<file path="config.mk">
export PLATFORM = sky130hd
export DESIGN_NAME = nibrev_sched
export DESIGN_NICKNAME = d
export VERILOG_FILES = /design/src/rtl/nibrev_pkg.sv /design/src/rtl/nibrev_rr_arb.sv /design/src/rtl/nibrev_sched.sv
export SDC_FILE = /design/constraint.sdc
export NUM_CORES = 1
export LEC_CHECK = 0
export ABC_AREA = 1
export CORE_MARGIN = 2
export CORE_UTILIZATION = 43
export DETAILED_ROUTE_END_ITERATION = 6
export PLACE_DENSITY = 0.88
export RECOVER_POWER = 25
export SYNTH_ARGS = -nofsm -noshare
export SYNTH_HDL_FRONTEND = slang
export SYNTH_SLANG_ARGS = --single-unit
</file>
<file path="constraint.sdc">
create_clock -name i_clk -period 1.7 [get_ports i_clk]
set_input_delay 0.34 -clock i_clk [delete_from_list [all_inputs] [get_ports i_clk]]
set_output_delay 0.34 -clock i_clk [all_outputs]
set_load 0.005 [all_outputs]
</file>
<file path="src/rtl/nibrev_pkg.sv">
// nibrev_pkg: shared widths, scheduler state type and a one-hot helper
// for the nibble-reverse scheduler and its arbiter.
package nibrev_pkg;

    localparam int unsigned NIBBLE_W = 4;
    localparam int unsigned MAX_REQ  = 8;   // largest supported requester count
    localparam int unsigned IDX_W    = 3;   // requester index width for MAX_REQ
    localparam int unsigned CNT_W    = 3;   // holds DP_LAT up to 7

    typedef enum logic [1:0] {
        IDLE = 2'd0,
        LOAD = 2'd1,
        WAIT = 2'd2,
        RESP = 2'd3
    } sched_state_e;

    // Requester index -> one-hot vector, sized for the largest configuration.
    function automatic logic [MAX_REQ-1:0] onehot(input logic [IDX_W-1:0] idx);
        logic [MAX_REQ-1:0] v;
        v      = '0;
        v[idx] = 1'b1;
        return v;
    endfunction

endpackage

</file>
<file path="src/rtl/nibrev_rr_arb.sv">
// nibrev_rr_arb: picks one requester among the set request bits.
// Default build is round robin, searching from ptr_i+1 upwards and wrapping
// to 0. Defining NIBREV_SCHED_FIXED_PRIO_EN selects fixed priority
// (lowest index wins) and leaves ptr_i unused.
module nibrev_rr_arb
    import nibrev_pkg::*;
#(
    parameter int unsigned NREQ = 4
) (
    input  logic [NREQ-1:0]  req_i,
    input  logic [IDX_W-1:0] ptr_i,
    output logic [NREQ-1:0]  gnt_o,
    output logic [IDX_W-1:0] idx_o,
    output logic             vld_o
);

`ifdef NIBREV_SCHED_FIXED_PRIO_EN
    logic unused_ptr;
    assign unused_ptr = ^ptr_i;

    // Fixed priority: the lowest set request index wins.
    always_comb begin
        gnt_o = '0;
        idx_o = '0;
        vld_o = 1'b0;
        for (int unsigned i = 0; i < NREQ; i++) begin
            if (!vld_o && req_i[i]) begin
                vld_o    = 1'b1;
                idx_o    = IDX_W'(i);
                gnt_o[i] = 1'b1;
            end
        end
    end
`else
    // Round robin in two passes: indices above the pointer first, then
    // the wrapped range 0..pointer, so the last winner has lowest priority.
    always_comb begin
        gnt_o = '0;
        idx_o = '0;
        vld_o = 1'b0;
        for (int unsigned i = 0; i < NREQ; i++) begin
            if (!vld_o && req_i[i] && (i > 32'(ptr_i))) begin
                vld_o    = 1'b1;
                idx_o    = IDX_W'(i);
                gnt_o[i] = 1'b1;
            end
        end
        for (int unsigned i = 0; i < NREQ; i++) begin
            if (!vld_o && req_i[i] && (i <= 32'(ptr_i))) begin
                vld_o    = 1'b1;
                idx_o    = IDX_W'(i);
                gnt_o[i] = 1'b1;
            end
        end
    end
`endif

endmodule

</file>
<file path="src/rtl/nibrev_sched.sv">
// nibrev_sched: shares one nibble-reverse datapath among NREQ requesters.
// A request is accepted in IDLE, the nibble is driven to the datapath with a
// one-cycle enable (LOAD), the result is collected DP_LAT cycles later (WAIT)
// and held for the granted requester until its response handshake (RESP).
// Optional build macro: NIBREV_SCHED_FIXED_PRIO_EN (fixed priority arbiter,
// no round-robin pointer).
module nibrev_sched
    import nibrev_pkg::*;
#(
    parameter int unsigned NREQ   = 4,
    parameter int unsigned DP_LAT = 1
) (
    input  logic                     i_clk,
    input  logic                     i_rst_n,
    input  logic [NREQ-1:0]          i_req_valid,
    input  logic [NREQ*NIBBLE_W-1:0] i_req_data,
    output logic [NREQ-1:0]          o_req_ready,
    output logic [NREQ-1:0]          o_rsp_valid,
    input  logic [NREQ-1:0]          i_rsp_ready,
    output logic [NIBBLE_W-1:0]      o_rsp_data,
    output logic                     o_dp_en,
    output logic [NIBBLE_W-1:0]      o_dp_a,
    input  logic [NIBBLE_W-1:0]      i_dp_a
);

    sched_state_e        state_q;
    logic [IDX_W-1:0]    gsel_q;
    logic [CNT_W-1:0]    cnt_q;
    logic                dp_en_q;
    logic [NIBBLE_W-1:0] dp_a_q;
    logic [NIBBLE_W-1:0] rsp_data_q;

    logic [NREQ-1:0]     arb_gnt;
    logic [IDX_W-1:0]    arb_idx;
    logic                arb_vld;
    logic [IDX_W-1:0]    arb_ptr;
    logic [NIBBLE_W-1:0] req_nib_d;
    logic                accept;

    nibrev_rr_arb #(
        .NREQ (NREQ)
    ) u_arb (
        .req_i (i_req_valid),
        .ptr_i (arb_ptr),
        .gnt_o (arb_gnt),
        .idx_o (arb_idx),
        .vld_o (arb_vld)
    );

`ifdef NIBREV_SCHED_FIXED_PRIO_EN
    assign arb_ptr = '0;
`else
    logic [IDX_W-1:0] ptr_q;

    // Round-robin pointer: remembers the last winner, moves only on accept.
    always_ff @(posedge i_clk or negedge i_rst_n) begin
        if (!i_rst_n) begin
            ptr_q <= IDX_W'(NREQ - 1);
        end else if (accept) begin
            ptr_q <= arb_idx;
        end
    end

    assign arb_ptr = ptr_q;
`endif

    // Nibble of the arbitration winner, selected from the flat request bus.
    always_comb begin
        req_nib_d = '0;
        for (int unsigned i = 0; i < NREQ; i++) begin
            if (arb_gnt[i]) begin
                req_nib_d = i_req_data[i*NIBBLE_W +: NIBBLE_W];
            end
        end
    end

    assign accept      = (state_q == IDLE) && arb_vld;
    assign o_req_ready = (i_rst_n && (state_q == IDLE)) ? arb_gnt : '0;
    assign o_rsp_valid = (state_q == RESP) ? NREQ'(onehot(gsel_q)) : '0;

    // Scheduler FSM with registered datapath drive and captured result.
    always_ff @(posedge i_clk or negedge i_rst_n) begin
        if (!i_rst_n) begin
            state_q    <= IDLE;
            gsel_q     <= '0;
            cnt_q      <= '0;
            dp_en_q    <= 1'b0;
            dp_a_q     <= '0;
            rsp_data_q <= '0;
        end else begin
            case (state_q)
                IDLE: begin
                    if (accept) begin
                        dp_a_q  <= req_nib_d;
                        dp_en_q <= 1'b1;
                        gsel_q  <= arb_idx;
                        state_q <= LOAD;
                    end
                end
                LOAD: begin
                    dp_en_q <= 1'b0;
                    cnt_q   <= CNT_W'(DP_LAT);
                    state_q <= WAIT;
                end
                WAIT: begin
                    cnt_q <= cnt_q - CNT_W'(1);
                    if (cnt_q == CNT_W'(1)) begin
                        rsp_data_q <= i_dp_a;
                        state_q    <= RESP;
                    end
                end
                RESP: begin
                    // o_rsp_valid is one-hot on gsel, so only that ready bit counts.
                    if (|(i_rsp_ready & o_rsp_valid)) begin
                        state_q <= IDLE;
                    end
                end
                default: begin
                    state_q <= IDLE;
                end
            endcase
        end
    end

    assign o_dp_en    = dp_en_q;
    assign o_dp_a     = dp_a_q;
    assign o_rsp_data = rsp_data_q;

endmodule

</file>
==> metrics.txt, run 1 <==
status=finished, violations left; failing checks=setup timing; RePlAce Congestion=0.8646; Vias/cell=5.151; Die Height=56.25 µm; total CTS buffers=3; Area Growth Syn to Fin=86.99%; GRT Residual Overflow=0; fmax=0.4720 GHz; Total GRT Usage=24.50%; CTS tree=yes; CTS H-tree depth=1; DR top layer=met4; 1st-pass router iterations=4; share of layout cells above drive strength 1=40.96%; first-pass GRT wire length=6099 µm; drt wl/cell=16.05 µm; Synth Cell Area=1174 µm²; Syn Area/Cell=7.381 µm²; Hold Violations, Final=0; starting DRC count in detailed routing=26; final critical-path share of the clock period=124.6%; WL met1=1612 µm; Syn Inst Count=159; max cap viols=0; Worst Path Class, Setup=reg2out; clock buffer depth=2; vias in the first global route=1385; initial core utilization=46.53%; met3 wire len=215 µm; top-area cell type share of the netlist area=34.12%; DPL Wire Length=2447 µm; dominant cells by area after synthesis=dfrtp_1 34%, nand2_1 11%, inv_1 9.0%; post-synth top area cell=dfrtp_1; Yosys reg bits=18; Post-CTS Hold Buffers=0; commonest non-fill, non-tap cell in the layout=clkdlybuf4s50_1; worst setup margin=-0.4186 ns; Worst EP required=1.36 ns; Hold Crit Class=in2async; n_diodes=0; footprint of the multi-input gates=785.8 µm²; Setup-failing EPs final=13; Rows=18; final worst clock skew=0.002843 ns; fin. max-slew vios=0; Worst setup SP type=flip-flop; CP Capture Type=output pin; Fill cells=132; Data arrival, critical path=1.78 ns; commonest cells after routing, fill and taps aside=37 x clkdlybuf4s50_1, 32 x buf_4, 30 x nand2_1; Min Hold Slack=0.4172 ns; worst rel slew slack=80.85%; Root Buffer=clkbuf_4; CP Max Fanout=5; synth warn=0; number of port buffers=46; # DRC=0; final WL=4477 µm; Worst-path clk slew=0.10 ns; via count=1437; post-synthesis sequential area ratio=38.59%; initial antenna violation count=0; RSZ-0062 raised after global routing=yes; VDD IR max=1.492 mV; reg2reg path depth=10; met2 WL=2475 µm; min Tclk post-route=2.119 ns; Pwr per Cell Area=1556 nW/µm²; Worst-Skew Late Latency=0.29 ns; fin nets=286; post-route ant nets=0; Synth cell types=23; Die Width=56.25 µm; largest net degree at the start of global routing=19; leakage=1.087 nW; Least-Margin Pin Slew=0.2864 ns; CORE AREA=2522 µm²; die area=3164 µm²; Num Clock Sinks=18; Storage cell area=454.2 µm²; Post-Syn Nets=195; setup total negative slack=-1.964 ns; # IOs=47
cells in the mapped netlist:
| library cell | number |
|---|---|
| nand2_1 | 35 |
| inv_1 | 28 |
| nor2_1 | 19 |
| dfrtp_1 | 16 |
| nand3_1 | 11 |
| a21oi_1 | 8 |
| ha_1 | 6 |
| o21ai_0 | 6 |
| nand2_2 | 5 |
| mux2_2 | 4 |
| nor3_1 | 4 |
| inv_2 | 3 |
| dfstp_2 | 2 |
| nand4_1 | 2 |
| o21ai_1 | 2 |
| a41oi_2 | 1 |
| nand3_2 | 1 |
| nand4_2 | 1 |
| nor2_2 | 1 |
| nor2_4 | 1 |
| o21ai_2 | 1 |
| or2_4 | 1 |
| xor2_1 | 1 |
state kept, by name (all words and copies together), names as in the netlist:
register and count:
cnt_q 3, o_dp_a 4, arb_ptr 2, state_q 2
gsel_q 2, o_rsp_data 4, o_dp_en 1
worst max-delay path, cell delays in order (launching register included):
cell	delay (ns)
dfstp_2	0.60
inv_4	0.07
nand2_4	0.07
nor2_4	0.04
a21oi_2	0.16
buf_4	0.14
nand3_2	0.06
nand2_2	0.09
inv_2	0.04
nor2_2	0.09
buf_2	0.14
logic make-up (layout without fill, tap and decap cells):
kind of cell,Yosys count,in the layout,share of synthesized area [%]
DFF,18,18,38.59
xor gates and xnor gates,1,1,0.7464
and+or+nand+nor,81,81,31.56
adders and majority gates,6,6,6.396
muxes,4,4,3.838
buffers and inverters,31,121,9.915
AOI/OAI and AO/OA,18,18,8.956
power breakdown:
part	internal [mW]	switching [mW]
clock network	0.0912	0.124
logic	1.19	1.18
registers	0.667	0.160
what timing repair did:
item,in CTS,in global routing
resized for setup,36,51
buffers inserted,13,8
pin swaps,9,11
setup endpoints to repair,10,19
per-stage QoR:
step           setup slack (ns)  power (mW)  std cells  utilization, %  instance area, µm²
2_1_floorplan            0.1082       1.677        159               -                1174
3_3_place_gp            -0.5181       2.407        259           73.41                1852
3_5_place_dp            -0.5816       2.461        259           73.41                1852
4_1_cts                 -0.2912       2.963        275           80.51                2031
5_1_grt                 -0.5179       3.654        279           87.00                2195
6_report                -0.4186       3.415        279           87.00                2195
per-layer routing:
| metal | vias to the layer above | global-route usage [%] |
|---|---|---|
| li1 | 680 | - |
| met1 | 660 | 25.94 |
| met2 | 69 | 47.73 |
| met3 | 28 | 5.581 |
| met4 | 0 | 6.463 |
| met5 | - | 0 |
cell type report:
class	instances	area share, %
timing repair buffer	86	34.72
inverter	31	5.872
tap	30	1.710
clock buffer	4	1.197
multi-input combinational	110	35.80
sequential	18	20.70
worst paths after layout:
kind                            slack [ns]        from             end
worst max-delay path                 -0.42  arb_ptr[1]  o_req_ready[3]
worst min-delay path                  0.42     i_rst_n   o_rsp_data[3]
worst max register to register       -0.13  arb_ptr[1]      state_q[0]
worst min register to register        0.48   o_dp_a[1]       o_dp_a[1]
max in group asynchronous             1.03     i_rst_n      arb_ptr[1]
min in group i_clk                    0.48   o_dp_a[1]       o_dp_a[1]
Power figures use the tool's default switching activity.
==> run 2, diff against run 1 <==
--- a/config.mk
+++ b/config.mk
@@ -8,6 +8,7 @@
 export ABC_AREA = 1
 export CORE_MARGIN = 2
 export CORE_UTILIZATION = 43
+export CTS_CLUSTER_SIZE = 25
 export DETAILED_ROUTE_END_ITERATION = 6
 export PLACE_DENSITY = 0.88
 export RECOVER_POWER = 25
==> constraint.sdc (replaced) <==
create_clock -name i_clk -period 2 [get_ports i_clk]
set_input_delay 0.4 -clock i_clk [delete_from_list [all_inputs] [get_ports i_clk]]
set_output_delay 0.4 -clock i_clk [all_outputs]
set_load 0.005 [all_outputs]
==> run 2 against run 1 <==
  * The run still ends with setup timing left
  * Critical path type unchanged
  * Cell area decreased by 6.1%
  * Largest cell class is now buffers
  * Critical endpoint unchanged
  * Worst setup slack improved by 0.35 ns
  * Largest power group unchanged
  * Highest routed layer unchanged
  * Count of clock-buffer cells in the layout unchanged
  * Cell count decreased by 2.5%
  * Clock power increased by 4%
  * First-iteration DRC count increased by 81%
==> metrics.txt, run 2 (synthesized netlist as in run 1, its figures left out) <==
WHS Endpoint=o_dp_a[1]; commonest cells after routing, fill and taps aside=35 x clkdlybuf4s50_1, 31 x nand2_1, 26 x buf_4; Post-CTS Hold Buffers=0; Hold Violations, Final=0; 1st-pass router iterations=4; Vias/cell=4.868; Storage cell area=452.9 µm²; worst rel slew slack=36.41%; # DRC=0; Worst Path Class, Setup=reg2out; Die Height=56.25 µm; RSZ-0062 raised after global routing=yes; reg-to-reg slack, setup=0.10 ns; setup total negative slack=-0.1292 ns; # IOs=47; Top delay family on crit path=flip-flops; number of port buffers=46; CP max stage delay=0.60 ns; total CTS buffers=3; Root Buffer=clkbuf_4; fin. max-slew vios=0; Die Width=56.25 µm; DPL Wire Length=2503 µm; reg2reg path depth=14; leakage=1.077 nW; Design Power=2.585 mW; GRT Residual Overflow=0; worst setup margin=-0.06788 ns; Worst setup SP type=flip-flop; Least-Margin Pin Slew=0.9539 ns; footprint of the multi-input gates=700.7 µm²; vias in the first global route=1329; drt wl/cell=14.66 µm; share of layout cells above drive strength 1=32.64%; Fill cells=150; initial antenna violation count=0; CP Capture Type=output pin; final WL=3987 µm; Worst-Skew Late Latency=0.29 ns; Hold Crit Class=reg2reg; largest net degree at the start of global routing=19; status=finished, violations left; Worst EP required=1.60 ns; Worst-path clk slew=0.10 ns; Crit Reg-Reg Endpoint=o_dp_a[1]; min Tclk post-route=2.068 ns; final instance area=2061 µm²; final critical-path share of the clock period=103.4%; Hold Crit Depth=2; reg-to-reg startpoint=arb_ptr[1]; clock buffer depth=2; CP Max Fanout=4; RePlAce Congestion=0.8639; Data arrival, critical path=1.67 ns; Total GRT Usage=23.32%; Setup-failing EPs final=3; sum of buffers and inverters on the critical path=3; Num Clock Sinks=18; CTS tree=yes; CORE AREA=2522 µm²; final worst clock skew=0.001439 ns; pre-CTS WS=-0.3901 ns; Crit-path slowest cell=dfstp_2; Area Growth Syn to Fin=75.59%; VDD IR max=1.123 mV; fin nets=279; critical-path cell list=inv_4 -> nand2_2 -> nand3_2 -> nor2_4 -> nand4_1 -> nand2_2 -> inv_2 -> nor2_1 -> buf_2; fmax=0.4836 GHz; initial core utilization=46.53%; Rows=18; Most common cell on crit path=nand2_2; post-layout util=81.70%; via count=1324; dpl cell area=1799 µm²; starting DRC count in detailed routing=47; post-route ant nets=0; failing checks=setup timing; die area=3164 µm²; CTS H-tree depth=1; commonest non-fill, non-tap cell in the layout=clkdlybuf4s50_1; n_diodes=0; max cap viols=0; hold_sp=o_dp_a[1]; Pwr per Cell Area=1255 nW/µm²; first-pass GRT wire length=5706 µm
[run 2: changes by cell type in the layout (fill, tap and decap cells not counted), moves of 3 or more]
| cell | change |
|---|---|
| clkbuf_2 | -4 |
| a21oi_2 | -4 |
| nor3_4 | -3 |
| nor2_1 | +3 |
| buf_4 | -6 |
| dlymetal6s2s_1 | +3 |
| a21oi_1 | +3 |
| o21ai_0 | +3 |
| nor3_2 | +3 |
| nor2_2 | -3 |
[run 2: cell type report]
cell class | count | share of cell area (%)
inverters | 31 | 5.768
multi-input cells | 110 | 34.00
repair buffers | 79 | 34.67
clock buffers | 4 | 1.761
flip-flops and latches | 18 | 21.98
well taps | 30 | 1.821
[run 2: worst min-delay path, cell delays in order, from the launching register on]
cell     delay (ns)
dfrtp_1        0.36
nand2_1        0.05
nand2_1        0.06
[run 2: through the flow]
| stage | std cells | hold WS [ns] |
|---|---|---|
| 3_3_place_gp | 252 | 0.4623 |
| 2_1_floorplan | 159 | 0.1044 |
| 3_5_place_dp | 252 | 0.4653 |
| 6_report | 272 | 0.4962 |
| 5_1_grt | 272 | 0.5249 |
| 4_1_cts | 271 | 0.4538 |
[run 2: report_power, final]
group | internal, mW | switching, mW
Clock | 0.111 | 0.113
Combinational | 0.830 | 0.841
Sequential | 0.565 | 0.126
Total | 1.51 | 1.08
[run 2: how the worst max path moves through the flow]
| stage | startpoint | endpoint | slack, ns | cells past startpoint |
|---|---|---|---|---|
| final | arb_ptr[1] | o_req_ready[3] | -0.07 | 9 |
| after global routing | arb_ptr[1] | o_req_ready[3] | -0.15 | 9 |
| after CTS | arb_ptr[1] | o_req_ready[3] | -0.10 | 9 |
| after detailed placement | i_req_valid[2] | o_req_ready[3] | -0.39 | 9 |
| after global placement | i_req_valid[1] | o_req_ready[3] | -0.34 | 9 |
| after floorplan | arb_ptr[1] | o_req_ready[3] | 0.35 | 8 |
[run 2: routing by layer]
metal | share of wire [%] | up-vias | wire length (µm) | global-route usage, %
met3 | 4.3 | 12 | 170 | 4.651
met2 | 55 | 45 | 2179 | 42.02
li1 | - | 663 | - | -
met5 | 0 | - | 0 | 0
met4 | 3.5 | 0 | 141 | 14.29
met1 | 37 | 604 | 1495 | 24.56
[run 2: repair_timing]
item                                    in CTS  in global routing
gates resized for setup                     34                 20
pin swaps                                   15                 13
buffers inserted                            17                  3
endpoints found under the setup margin       8                 10
